==> src/rtl/life_step_controller.sv <==
// Step sequencer for the game-of-life engine: debounced run/pause and step/speed
// buttons, a speed-scaled tick timer and a req/ack step handshake with generation count.
module life_step_controller #(
  parameter int unsigned BASE_PERIOD     = 13_333_333,
  parameter int unsigned DEBOUNCE_CYCLES = 400_000
) (
  input  logic        clk,
  input  logic        reset,
  input  logic        left,
  input  logic        right,
  input  logic        step_ack,
  output logic        step_req,
  output logic        running,
  output logic [1:0]  speed,
  output logic [15:0] generation
);

  localparam int unsigned TW = $clog2(BASE_PERIOD);
  localparam int unsigned DW = $clog2(DEBOUNCE_CYCLES + 1);

  typedef enum logic [1:0] {IDLE, RUN, REQ} state_t;

  state_t        state;
  logic [TW-1:0] timer;
  logic [TW-1:0] last_tick_c;
  logic [1:0]    raw;
  logic [1:0]    press;
  logic          left_ev;
  logic          right_ev;

  assign raw = {right, left};

  // Per button: 2-flop synchronizer, stability filter and a one-cycle press pulse on 0->1.
  for (genvar g = 0; g < 2; g++) begin : g_btn
    logic          sync1;
    logic          sync2;
    logic          level;
    logic          press_q;
    logic [DW-1:0] cnt;

    always_ff @(posedge clk or posedge reset) begin
      if (reset) begin
        sync1   <= 1'b0;
        sync2   <= 1'b0;
        level   <= 1'b0;
        press_q <= 1'b0;
        cnt     <= '0;
      end else begin
        sync1   <= raw[g];
        sync2   <= sync1;
        press_q <= 1'b0;
        if (sync2 == level) begin
          cnt <= '0;
        end else if (cnt == DW'(DEBOUNCE_CYCLES - 1)) begin
          level   <= sync2;
          cnt     <= '0;
          press_q <= sync2;
        end else begin
          cnt <= cnt + DW'(1);
        end
      end
    end

    assign press[g] = press_q;
  end

  // A simultaneous left event wins; the right event is discarded.
  assign left_ev  = press[0];
  assign right_ev = press[1] & ~press[0];

  // Final timer value for the current speed: (BASE_PERIOD >> speed) - 1.
  always_comb begin
    last_tick_c = TW'(BASE_PERIOD - 1);
    case (speed)
      2'd0: last_tick_c = TW'(BASE_PERIOD - 1);
      2'd1: last_tick_c = TW'((BASE_PERIOD >> 1) - 1);
      2'd2: last_tick_c = TW'((BASE_PERIOD >> 2) - 1);
      2'd3: last_tick_c = TW'((BASE_PERIOD >> 3) - 1);
    endcase
  end

  always_ff @(posedge clk or posedge reset) begin
    if (reset) begin
      state      <= IDLE;
      timer      <= '0;
      step_req   <= 1'b0;
      running    <= 1'b0;
      speed      <= 2'd0;
      generation <= 16'd0;
    end else begin
      case (state)
        IDLE: begin
          if (left_ev) begin
            running <= 1'b1;
            timer   <= '0;
            state   <= RUN;
          end else if (right_ev) begin
            step_req <= 1'b1;
            state    <= REQ;
          end
        end
        RUN: begin
          if (left_ev) begin
            running <= 1'b0;
            timer   <= '0;
            state   <= IDLE;
          end else if (right_ev) begin
            speed <= speed + 2'd1;
            timer <= '0;
          end else if (timer == last_tick_c) begin
            timer    <= '0;
            step_req <= 1'b1;
            state    <= REQ;
          end else begin
            timer <= timer + TW'(1);
          end
        end
        REQ: begin
          timer <= '0;
          if (left_ev) begin
            running <= ~running;
          end else if (right_ev && running) begin
            speed <= speed + 2'd1;
          end
          // Return state follows the run flag as updated in this same cycle.
          if (step_ack) begin
            generation <= generation + 16'd1;
            step_req   <= 1'b0;
            state      <= (running ^ left_ev) ? RUN : IDLE;
          end
        end
        default: begin
          state    <= IDLE;
          step_req <= 1'b0;
          timer    <= '0;
        end
      endcase
    end
  end

endmodule
==> config.mk <==
export PLATFORM = sky130hd
export DESIGN_NAME = life_step_controller
export DESIGN_NICKNAME = d
export VERILOG_FILES = /design/src/rtl/life_step_controller.sv
export SDC_FILE = /design/constraint.sdc
export NUM_CORES = 1
export LEC_CHECK = 0
export BUFFER_PORTS_ARGS = -buffer_cell sky130_fd_sc_hd__buf_2
export CAP_MARGIN = 20
export CORE_MARGIN = 4
export CORE_UTILIZATION = 50
export CTS_CLUSTER_DIAMETER = 30
export CTS_CLUSTER_SIZE = 28
export DETAILED_ROUTE_END_ITERATION = 6
export PLACE_DENSITY = 0.74
export RECOVER_POWER = 100
export SYNTH_ARGS = -nofsm -noshare
export SYNTH_HDL_FRONTEND = slang
export SYNTH_SLANG_ARGS = --single-unit
==> constraint.sdc <==
create_clock -name clk -period 3.8 [get_ports clk]
set_clock_uncertainty 0.2 [all_clocks]
set_input_delay 0.19 -clock clk [delete_from_list [all_inputs] [get_ports clk]]
set_output_delay 0.19 -clock clk [all_outputs]
set_load 0.005 [all_outputs]
==> reports/qor.yml <==
wirelength_um: 9090
tritoncts: "done"
cp-endpoint: "timer[9]"
dr_total_vias: 3606
synth_warnings: 0
io_pins: 25
min_period_ns: 3.18
post-route-period-util_pct: 83.6
avgSynthCellArea_um2: 9.52
postLayoutCellArea_um2: 5140
dieArea_um2: 11000
grt_pass1_wl_um: 15900
regToRegSetupSlack_ns: 0.62
final_cell_mix: "dfrtp_1, nor2_1, nand2_1"
grt_util_met1_pct: 22.4
drtPass1Iterations: 7
crit_path_end_kind: "register"
setup_viol: 0
worstMarginPinSlew_ns: 2.30
antenna_found_initial: 0
crit_cells: 8
row_count: 35
hold_ws_ns: 0.154
yosysSeqAreaShare_pct: 48.9
place_ws_ns: 0.791
setup_slack_ns: 0.625
crit_buf_inv: 1
worstHoldStart: "g_btn[0].sync1"
critPathLaunchType: "register"
clk_pin_slew_ns: 0.09
nNetsFinal: 538
tns_ns: 0
critical_path_required_ns: 3.84
slew_headroom_pct: -54.3
cts_sinks: 92
syn-cell-area_um2: 4700
r2r-start: "speed[0]"
die_y_um: 105
synth-async-reset-ratio_pct: 100
violations: "max-capacitance violations, max-slew violations"
reg_top3: "g_btn.cnt (38), timer (24), generation (16)"
grt_usage_pct: 17.4
seqPwrFrac_pct: 58.3
rr_endpoint: "timer[9]"
multi_input_area_um2: 2250
clock_path_buffers: 2
max_stage_delay_ns: 0.59
use_met3_pct: 4.39
register_area_um2: 2300
final.fill_count: 793
synth_seq_cells: 92
slowest_stage: "a31o_1"
use_met2_pct: 29.5
synthCells: 494
max_freq_mhz: 315
clock_power_share_pct: 39.2
p_per_area_nw_per_um2: 331
cts_made_buffers: 9
regMostFlops: "g_btn.cnt"
power_switching_mw: 0.380
overflow: 0
critPathKind: "reg -> reg"
drc: 0
dp_hpwl_um: 6450
htree_levels: 3
maxCapViolCount: 1
grt_busiest_layer: "met2"
crit_start: "speed[0]"
switching_share_pct: 22.4
hold_viol_final: 0
rsz0062_at_grt: "no"
io_buffers: 24
grt_pass1_vias: 3480
p_comb_share_pct: 2.5
cts_resized: 0
slew_violations: 56
area_growth_pct: 9.34
worstPathMaxFanout: 19
leakagePower_nw: 2.23
path_cells: "inv_1 > ha_1 > or4b_1 > o22a_1 > a2111oi_4 > a31o_1 > o21ai_0 > a22o_1"
dpl-instance-area_um2: 4930
ff2ff_path_depth: 8
wl_per_cell_um: 14.2
first_iter_violations: 194
place_congestion: 0.921
crit_arrival_ns: 3.22
antenna_cells: 0
core_area_um2: 9200
status: "finished, violations left"
ant_nets: 0
yosys.cell_types.count: 52
initial_core_util_pct: 51.2
grt_max_degree: 56
cp_top_family: "compound AO/OA/AOI/OAI gates"
p_int_mw: 1.32
vias_per_cell: 5.63
postCtsSetupRepairBufs: 0
peakVddDrop_mv: 0.238
synth_edf_count: 0
synth_ff_type: "dfrtp_1"
clk_latency_ns: 0.36
largest_reg_flops: 38
dieWidth_um: 105
drive_gt1_share_pct: 7.55
synth_nets: 507
layout_commonest_cell: "dfrtp_1"
cts_hold_buf: 4
hold_class: "reg -> reg"
cts_root_buf: "clkbuf_8"
worst register-to-register path: stages (launching register included):
cell and delay (ns):
dfrtp_1 0.44, inv_1 0.09, ha_1 0.34, or4b_1 0.48, o22a_1 0.23, a2111oi_4 0.26, a31o_1 0.59, o21ai_0 0.19
a22o_1 0.25
metrics by stage:
stage	utilization [%]	total power [mW]	std cells
after floorplan	-	1.04	494
after global placement	53.6	1.05	621
after detailed placement	53.6	1.05	621
after CTS	56.2	1.72	641
after global routing	55.9	1.77	641
final	55.9	1.70	641
metal layers:
| layer | wire length, um | share of wire, % |
|---|---|---|
| met1 | 4120 | 45 |
| met2 | 4450 | 49 |
| met3 | 436 | 4.8 |
| met4 | 87 | 0.96 |
| met5 | 0 | 0 |
cell families after synthesis:
logic type / Yosys count / synth area share (%)
compound gates: 71 / 10.0
xor+xnor: 54 / 10.1
fa+ha+maj: 8 / 2.13
buf+inv: 33 / 2.98
flops: 92 / 48.9
mux: 7 / 1.57
simple gates: 229 / 24.3
synth_stat cells, types with 2 or more instances:
| library cell | instances | area [um2] |
|---|---|---|
| a22o_1 | 4 | 35.0 |
| or3_1 | 12 | 75.1 |
| nand4b_1 | 2 | 17.5 |
| and4_1 | 2 | 17.5 |
| dfrtp_1 | 92 | 2300 |
| mux2i_1 | 4 | 40.0 |
| nor2b_1 | 3 | 18.8 |
| nand4_1 | 13 | 81.3 |
| mux2_2 | 3 | 33.8 |
| nor2_1 | 66 | 248 |
| xor2_1 | 23 | 201 |
| inv_1 | 22 | 82.6 |
| nor3_1 | 13 | 65.1 |
| ha_1 | 8 | 100 |
| buf_6 | 2 | 22.5 |
| o22a_1 | 2 | 17.5 |
| and2_1 | 5 | 31.3 |
| o21ai_0 | 22 | 110 |
| or2_2 | 2 | 12.5 |
| xnor2_1 | 31 | 272 |
| nor3b_1 | 4 | 30.0 |
| nand3_1 | 36 | 180 |
| a31oi_1 | 3 | 18.8 |
| a21oi_1 | 21 | 105 |
| clkbuf_1 | 8 | 30.0 |
| nand2b_1 | 3 | 18.8 |
| and3_1 | 14 | 87.6 |
| a21o_1 | 5 | 37.5 |
| o32ai_1 | 2 | 17.5 |
| nor4_1 | 7 | 43.8 |
| nand2_1 | 39 | 146 |
how the worst min path moves through the flow:
stage                      to  slack, ns  depth (start not counted)
2_1_floorplan  g_btn[0].sync1       0.02                          0
3_3_place_gp   g_btn[1].sync1        0.1                          1
3_5_place_dp   g_btn[0].sync1       0.10                          1
4_1_cts        g_btn[0].sync2       0.16                          0
5_1_grt        g_btn[1].sync2       0.17                          0
6_report       g_btn[0].sync2       0.15                          0
power by group through the flow:
stage	logic (mW)	registers, mW	clock network [mW]
after global placement	0.0403	1.01	0
after detailed placement	0.0416	1.01	0
after floorplan	0.0285	1.01	0
after CTS	0.0448	0.992	0.683
after global routing	0.0508	0.994	0.722
final	0.0424	0.992	0.666
layout make-up:
class | instances | area share [%]
multi-input combinational | 369 | 43.8
inverter | 22 | 1.63
clock inverter | 5 | 1.14
tap | 111 | 2.70
sequential | 92 | 44.8
timing repair buffer | 31 | 3.21
clock buffer | 11 | 2.75
(Power assumes the default switching activity.)
